$ cat src/rtl/operand_pkg.sv
// Shared operand-fetch types: source-operand kind, access-size encoding and a
// zero-extension helper used when trimming operands to the instruction width.
package operand_pkg;

  typedef enum logic [1:0] {
    REGISTER = 2'd0,
    MEMORY   = 2'd1,
    IMM      = 2'd2
  } operand_t;

  typedef enum logic [1:0] {
    SIZE_8  = 2'd0,
    SIZE_16 = 2'd1,
    SIZE_32 = 2'd2,
    SIZE_64 = 2'd3
  } size_e;

  localparam int unsigned ZEXT_W = 64;

  // Keeps only the low 8/16/32/64 bits of val; everything above is cleared.
  function automatic logic [ZEXT_W-1:0] zext_by_size(input logic [ZEXT_W-1:0] val,
                                                     input size_e size);
    logic [ZEXT_W-1:0] res;
    res = '0;
    case (size)
      SIZE_8:  res[7:0]  = val[7:0];
      SIZE_16: res[15:0] = val[15:0];
      SIZE_32: res[31:0] = val[31:0];
      default: res       = val;
    endcase
    return res;
  endfunction

endpackage

$ cat src/rtl/of_scoreboard.sv
// Per-register busy bits for in-flight destinations. Set and clear may target
// the same register in one cycle; the set wins so the new producer stays tracked.
module of_scoreboard #(
  parameter int NREGS  = 16,
  parameter int RIDX_W = $clog2(NREGS)
) (
  input  logic              clk,
  input  logic              reset,
  input  logic              set_en,
  input  logic [RIDX_W-1:0] set_idx,
  input  logic              clr_en,
  input  logic [RIDX_W-1:0] clr_idx,
  output logic [NREGS-1:0]  busy
);

  logic [NREGS-1:0] busy_q;
  logic [NREGS-1:0] busy_d;

  for (genvar gi = 0; gi < NREGS; gi++) begin : g_bit
    assign busy_d[gi] = (set_en && (set_idx == RIDX_W'(gi))) ||
                        (busy_q[gi] && !(clr_en && (clr_idx == RIDX_W'(gi))));
  end

  always_ff @(posedge clk) begin
    if (reset) begin
      busy_q <= '0;
    end else begin
      busy_q <= busy_d;
    end
  end

  assign busy = busy_q;

endmodule

$ cat src/rtl/operand_fetch_stage.sv
// Operand fetch: reads register operands, blocks on scoreboard hazards and holds
// one result entry. Optional macro OPERAND_FETCH_BYPASS_EN forwards writeback data.
module operand_fetch_stage
  import operand_pkg::*;
#(
  parameter  int XLEN   = 64,
  parameter  int NREGS  = 16,
  parameter  int OP_W   = 8,
  localparam int RIDX_W = $clog2(NREGS)
) (
  input  logic              clk,
  input  logic              reset,
  input  logic              in_valid,
  output logic              in_ready,
  input  logic [OP_W-1:0]   in_op,
  input  logic              in_nop,
  input  logic [1:0]        in_srcty,
  input  logic [XLEN-1:0]   in_srcval,
  input  logic [RIDX_W-1:0] in_dst,
  input  logic [1:0]        in_size,
  output logic [RIDX_W-1:0] rf_raddr_a,
  input  logic [XLEN-1:0]   rf_rdata_a,
  output logic [RIDX_W-1:0] rf_raddr_b,
  input  logic [XLEN-1:0]   rf_rdata_b,
  input  logic              wb_valid,
  input  logic [RIDX_W-1:0] wb_reg,
  input  logic [XLEN-1:0]   wb_data,
  output logic              out_valid,
  input  logic              out_ready,
  output logic [OP_W-1:0]   out_op,
  output logic              out_nop,
  output logic              out_mem,
  output logic [XLEN-1:0]   out_oper1,
  output logic [XLEN-1:0]   out_oper2,
  output logic [RIDX_W-1:0] out_dst,
  output logic [1:0]        out_size
);

  typedef enum logic {EMPTY = 1'b0, FULL = 1'b1} state_e;

  state_e            state_q, state_d;
  logic [OP_W-1:0]   op_q, op_d;
  logic              nop_q, nop_d;
  logic              mem_q, mem_d;
  logic [XLEN-1:0]   oper1_q, oper1_d;
  logic [XLEN-1:0]   oper2_q, oper2_d;
  logic [RIDX_W-1:0] dst_q, dst_d;
  logic [1:0]        size_q, size_d;

  logic [RIDX_W-1:0] src_idx;
  logic [NREGS-1:0]  busy;
  operand_t          srcty;
  logic              dst_pend, src_pend, stall, accept;
  logic [XLEN-1:0]   data_a, data_b;

  function automatic logic [XLEN-1:0] zext_x(input logic [XLEN-1:0] v, input logic [1:0] s);
    return XLEN'(zext_by_size(ZEXT_W'(v), size_e'(s)));
  endfunction

  assign src_idx    = in_srcval[RIDX_W-1:0];
  assign rf_raddr_a = in_dst;
  assign rf_raddr_b = src_idx;
  assign srcty      = operand_t'(in_srcty);

`ifdef OPERAND_FETCH_BYPASS_EN
  logic byp_a, byp_b;
  // A register retiring this cycle is already resolved; take its value off the writeback bus.
  assign byp_a    = wb_valid && (wb_reg == in_dst);
  assign byp_b    = wb_valid && (wb_reg == src_idx);
  assign dst_pend = busy[in_dst]  && !byp_a;
  assign src_pend = busy[src_idx] && !byp_b;
  assign data_a   = byp_a ? wb_data : rf_rdata_a;
  assign data_b   = byp_b ? wb_data : rf_rdata_b;
`else
  logic unused_wb_data;
  assign unused_wb_data = ^wb_data;
  assign dst_pend = busy[in_dst];
  assign src_pend = busy[src_idx];
  assign data_a   = rf_rdata_a;
  assign data_b   = rf_rdata_b;
`endif

  assign stall    = in_valid && !in_nop && (dst_pend || ((srcty == REGISTER) && src_pend));
  assign in_ready = !reset && ((state_q == EMPTY) || out_ready) && !stall;
  assign accept   = in_valid && in_ready;

  of_scoreboard #(
    .NREGS  (NREGS),
    .RIDX_W (RIDX_W)
  ) u_scoreboard (
    .clk     (clk),
    .reset   (reset),
    .set_en  (accept && !in_nop),
    .set_idx (in_dst),
    .clr_en  (wb_valid),
    .clr_idx (wb_reg),
    .busy    (busy)
  );

  always_comb begin
    state_d = state_q;
    case (state_q)
      EMPTY:   if (accept) state_d = FULL;
      FULL:    if (out_ready && !accept) state_d = EMPTY;
      default: state_d = EMPTY;
    endcase
  end

  // Payload only moves on accept, which keeps outputs frozen under backpressure.
  always_comb begin
    op_d    = op_q;
    nop_d   = nop_q;
    mem_d   = mem_q;
    oper1_d = oper1_q;
    oper2_d = oper2_q;
    dst_d   = dst_q;
    size_d  = size_q;
    if (accept) begin
      op_d    = in_op;
      nop_d   = in_nop;
      dst_d   = in_dst;
      size_d  = in_size;
      mem_d   = 1'b0;
      oper1_d = '0;
      oper2_d = '0;
      if (!in_nop) begin
        oper1_d = zext_x(data_a, in_size);
        case (srcty)
          REGISTER: oper2_d = zext_x(data_b, in_size);
          MEMORY: begin
            oper2_d = in_srcval;
            mem_d   = 1'b1;
          end
          default:  oper2_d = zext_x(in_srcval, in_size);
        endcase
      end
    end
  end

  always_ff @(posedge clk) begin
    if (reset) begin
      state_q <= EMPTY;
      op_q    <= '0;
      nop_q   <= 1'b0;
      mem_q   <= 1'b0;
      oper1_q <= '0;
      oper2_q <= '0;
      dst_q   <= '0;
      size_q  <= '0;
    end else begin
      state_q <= state_d;
      op_q    <= op_d;
      nop_q   <= nop_d;
      mem_q   <= mem_d;
      oper1_q <= oper1_d;
      oper2_q <= oper2_d;
      dst_q   <= dst_d;
      size_q  <= size_d;
    end
  end

  assign out_valid = (state_q == FULL);
  assign out_op    = op_q;
  assign out_nop   = nop_q;
  assign out_mem   = mem_q;
  assign out_oper1 = oper1_q;
  assign out_oper2 = oper2_q;
  assign out_dst   = dst_q;
  assign out_size  = size_q;

endmodule

$ cat config.mk
export PLATFORM = sky130hd
export DESIGN_NAME = operand_fetch_stage
export DESIGN_NICKNAME = d
export VERILOG_FILES = /design/src/rtl/operand_pkg.sv /design/src/rtl/of_scoreboard.sv /design/src/rtl/operand_fetch_stage.sv
export SDC_FILE = /design/constraint.sdc
export NUM_CORES = 1
export LEC_CHECK = 0
export CAP_MARGIN = 10
export CORE_AREA = 8 8 164 166
export DETAILED_ROUTE_END_ITERATION = 12
export DIE_AREA = 0 0 172 174
export SETUP_SLACK_MARGIN = 0.2
export SYNTH_ARGS = -nofsm -noshare
export SYNTH_HDL_FRONTEND = slang
export SYNTH_SLANG_ARGS = --single-unit
$ cat constraint.sdc
create_clock -name clk -period 2.93 [get_ports clk]
set_input_delay 0.586 -clock clk [delete_from_list [all_inputs] [get_ports clk]]
set_output_delay 0.586 -clock clk [all_outputs]
set_load 0.1 [all_outputs]
==> results_tabular.tex <==
\begin{tabular}{lr}
\hline
Metric & Value \\
\hline
\multicolumn{2}{l}{\textbf{Run status}} \\
\quad Outcome & complete, no violations \\
\multicolumn{2}{l}{\textbf{Cells and area}} \\
\quad Area growth from synthesis to layout & 72.67\% \\
\quad Diodes inserted & 0 \\
\quad Number of nets in the layout & about 1.2k \\
\quad Post-Layout Cell Count & roughly 1.3k \\
\quad Number of filler cells placed in the layout & roughly 2.4k \\
\quad Share of cells above drive strength 1 & between 20 and 30\% \\
\multicolumn{2}{l}{\textbf{Timing}} \\
\quad Setup repair after global routing missed its margin & true \\
\quad Final worst clock skew & 24.55 ps \\
\quad Period utilization & a little over nine tenths \\
\quad Tightest slew margin relative to the limit & between 50\% and 60\% \\
\quad Final-layout worst hold slack & roughly 450 ps \\
\quad \# setup viols final & 0 \\
\quad Slew Limit Fails & 0 \\
\quad Measured slew at the worst slew-check pin & 730.2 ps \\
\quad Final hold violation count & 0 \\
\quad Clock period minus worst slack & approximately 2800 ps \\
\quad Highest clock rate & 0.3562 GHz \\
\multicolumn{2}{l}{\textbf{Worst setup path}} \\
\quad Flop-to-flop setup slack & 540 ps \\
\quad Worst Setup Start Kind & primary input \\
\quad Required time at the endpoint of the critical path & 2340 ps \\
\quad Critical setup path kind & in2out \\
\quad Data arrival time at the worst-slack endpoint & roughly 2200 ps \\
\quad CP max FO & 4 \\
\quad Crit. End Element & output pin \\
\multicolumn{2}{l}{\textbf{Global route}} \\
\quad First-pass GRT wire length & 39720 µm \\
\quad Most heavily used metal layer in global routing & met2 \\
\quad Pin count of the biggest net entering global routing & 72 \\
\quad Global-route congestion overflow total & 0 \\
\quad Initial antenna violation count & 0 \\
\quad Met1 capacity usage during global routing & about 20\% \\
\quad GR Util met3 & approximately 6.5\% \\
\quad Via count of the first global-routing pass & between 6k and 7k \\
\quad Met2 Use GR & about 29\% \\
\quad Total GRT Usage & around 17\% \\
\multicolumn{2}{l}{\textbf{Synth}} \\
\quad Fraction of synthesis flops using an asynchronous set or reset pin & 0\% \\
\quad Number of synthesized flops with an enable pin & 0 \\
\quad Ys Warns & 0 \\
\quad Post-synth top flop & sky130\_fd\_sc\_hd\_\_dfxtp\_1 \\
\quad Post-Syn Area & 6390 µm² \\
\quad Net count after synthesis & 870 \\
\quad Number of standard cells after synthesis & just under 600 \\
\quad Sequential area share after synthesis & about half \\
\quad FF+latch count, synth & 161 \\
\quad Library cells used by synthesis & 40 \\
\quad Average size of a mapped cell & between 10 and 15 µm² \\
\multicolumn{2}{l}{\textbf{Placed design}} \\
\quad RePlAce Congestion & a little over 0.8 \\
\quad Cell Count Post-Placement & $\sim$1.3k \\
\quad Number of buffer cells added on primary ports & 371 \\
\quad Post-DP HPWL & about 20000 µm \\
\multicolumn{2}{l}{\textbf{Clock network}} \\
\quad Cts bufs inserted & 17 \\
\quad Clock-pin transition on the worst setup and hold timing paths & 70 ps \\
\quad Worst-Skew Late Latency & roughly 430 ps \\
\quad Post-cts hold buffer count & 0 \\
\quad Number of sinks handled by clock tree synthesis & 161 \\
\quad CTS tree & yes \\
\quad CTS H-tree lvls & 4 \\
\quad Max clock buf depth & 2 \\
\quad Clk root buf & sky130\_fd\_sc\_hd\_\_clkbuf\_16 \\
\multicolumn{2}{l}{\textbf{Floorplanning}} \\
\quad Area of the placeable core & about 25000 µm² \\
\quad Boundary pin count & approximately 440 \\
\quad Die span in y & 174 µm \\
\quad Die area & 29930 µm² \\
\quad Overall die width & about 170 µm \\
\quad \# rows & a little under 60 \\
\quad Initial cell density of the core & a little over a quarter \\
\multicolumn{2}{l}{\textbf{Detailed routing}} \\
\quad Routed vias & around 6.4k \\
\quad Antenna-violating nets left & 0 \\
\quad Total wire length after detailed routing & $\sim$27000 µm \\
\quad Vias per std cell & 4.893 \\
\quad Detailed router's first-iteration violation count & about 400 \\
\quad Number of detailed-routing iterations run before antenna repair & 4 \\
\quad Remaining design rule violation count & 0 \\
\quad Post-detailed-route wirelength per cell & between 20 and 25 µm \\
\multicolumn{2}{l}{\textbf{Power and ir drop}} \\
\quad Leakage dissipation & between 4 and 5 nW \\
\quad Worst IR drop on VDD & roughly 250 µV \\
\quad P per Cell Area & about 540 nW/µm² \\
\multicolumn{2}{l}{\textbf{Worst hold path}} \\
\quad Class of the tightest hold or removal check & in2reg \\
\multicolumn{2}{l}{\textbf{Job}} \\
\quad Max\_cap viols & 0 \\
\hline
\end{tabular}
## repair_timing
item	4_1_cts	5_1_grt
setup buffers	1	0
gates resized for setup	27	0
pin swaps	4	0
cloned	1	0
setup endpoints to repair	160	1
## logic make-up (layout without fill, tap and decap cells)
| kind of cell | count (synthesis) | count (layout) | synth area share, % |
|---|---|---|---|
| AO/OA/AOI/OAI | 273 | 273 | 33.17 |
| buffers and inverters | 66 | 453 | 5.698 |
| flip-flops | 161 | 161 | 50.44 |
| multiplexers | 18 | 18 | 4.053 |
| AND/OR/NAND/NOR | 70 | 70 | 6.638 |
## layer usage
metal | wire (µm) | up-vias
met3 | 2621 | 16
met5 | 0 | -
met4 | 252 | 0
met2 | 12930 | 257
li1 | - | 3056
met1 | 10830 | 3056
## stage by stage
| stage | cell area, µm² | setup TNS (ps) | setup slack, ps | util [%] | power, mW |
|---|---|---|---|---|---|
| 3_5_place_dp | 10380 | -61870 | -517.6 | 42.31 | 3.742 |
| 5_1_grt | 11030 | 0 | 27.78 | 44.98 | 6.187 |
| 2_1_floorplan | 6409 | -231.6 | -231.6 | - | 3.166 |
| 4_1_cts | 11030 | 0 | 104.9 | 44.98 | 6.029 |
| 6_report | 11030 | 0 | 122.7 | 44.98 | 5.938 |
| 3_3_place_gp | 10380 | -57590 | -496.0 | 42.31 | 3.735 |
## final timing paths
check                                          start                   end  cells after the start
worst min register to register         out_oper2[61]         out_oper2[61]                      1
worst max register to register  u_scoreboard.busy[6]         out_oper1[39]                      9
worst max-delay path                    in_srcval[0]              in_ready                      6
worst min-delay path                       in_dst[0]  u_scoreboard.busy[3]                      3
## power by group
part / switching (mW) / internal, mW
clock: 1.07 / 1.18
sequential: 0.0369 / 2.26
combinational: 0.870 / 0.526
## placed cells by master (no fill, tap or decap), types with 3 or more instances in the layout
| cell | n |
|---|---|
| sky130_fd_sc_hd__a32o_1 | 16 |
| sky130_fd_sc_hd__nor2b_1 | 5 |
| sky130_fd_sc_hd__nand4_1 | 4 |
| sky130_fd_sc_hd__o21ai_0 | 30 |
| sky130_fd_sc_hd__clkdlybuf4s50_1 | 209 |
| sky130_fd_sc_hd__nand2_1 | 6 |
| sky130_fd_sc_hd__mux2i_1 | 12 |
| sky130_fd_sc_hd__a22oi_1 | 58 |
| sky130_fd_sc_hd__o2bb2ai_1 | 64 |
| sky130_fd_sc_hd__nor2_1 | 7 |
| sky130_fd_sc_hd__nand3_1 | 27 |
| sky130_fd_sc_hd__dlygate4sd2_1 | 4 |
| sky130_fd_sc_hd__buf_12 | 18 |
| sky130_fd_sc_hd__nor2_2 | 3 |
| sky130_fd_sc_hd__dfxtp_1 | 161 |
| sky130_fd_sc_hd__mux4_2 | 6 |
| sky130_fd_sc_hd__inv_8 | 5 |
| sky130_fd_sc_hd__a22o_1 | 65 |
| sky130_fd_sc_hd__clkinv_8 | 4 |
| sky130_fd_sc_hd__buf_4 | 182 |
| sky130_fd_sc_hd__clkbuf_16 | 17 |
| sky130_fd_sc_hd__a21oi_1 | 33 |
| sky130_fd_sc_hd__clkinv_4 | 4 |
## cell type report
cell class | instances | area, µm² | share of cell area, %
sequential | 161 | 3223 | 29.21
clock buffer | 18 | 439.2 | 3.980
multi-input combinational | 361 | 2835 | 25.70
tap | 330 | 412.9 | 3.742
inverter | 2 | 7.507 | 0.06804
timing repair buffer | 419 | 3950 | 35.80
clock inverter | 14 | 165.2 | 1.497
## state kept, by name, summed over array words and instances, names as in the netlist
register and flops:
out_size 2, out_dst 4, out_op 8, out_mem 1, out_valid 1, u_scoreboard.busy 16
out_oper2 64, out_oper1 64, out_nop 1
## worst max-delay path, cell delays in order
cell                       delay [ps]
sky130_fd_sc_hd__buf_4            130
sky130_fd_sc_hd__mux4_2           500
sky130_fd_sc_hd__o2111a_2         280
sky130_fd_sc_hd__o31a_1           350
sky130_fd_sc_hd__a21boi_4         190
sky130_fd_sc_hd__buf_12           190
## synth_stat cells (all sizes together) (12+ instances only)
library cell | count | area share, %
a21oi | 34 | 2.7
a22o | 65 | 8.9
a22oi | 60 | 7.2
a32o | 16 | 2.5
buf | 32 | 3.7
clkbuf | 32 | 1.9
dfxtp | 161 | 50
mux2i | 12 | 1.9
nand3 | 27 | 2.1
nor2 | 12 | 1.1
o21ai | 30 | 2.3
o2bb2ai | 64 | 8.8
Power figures use the tool's default switching activity.
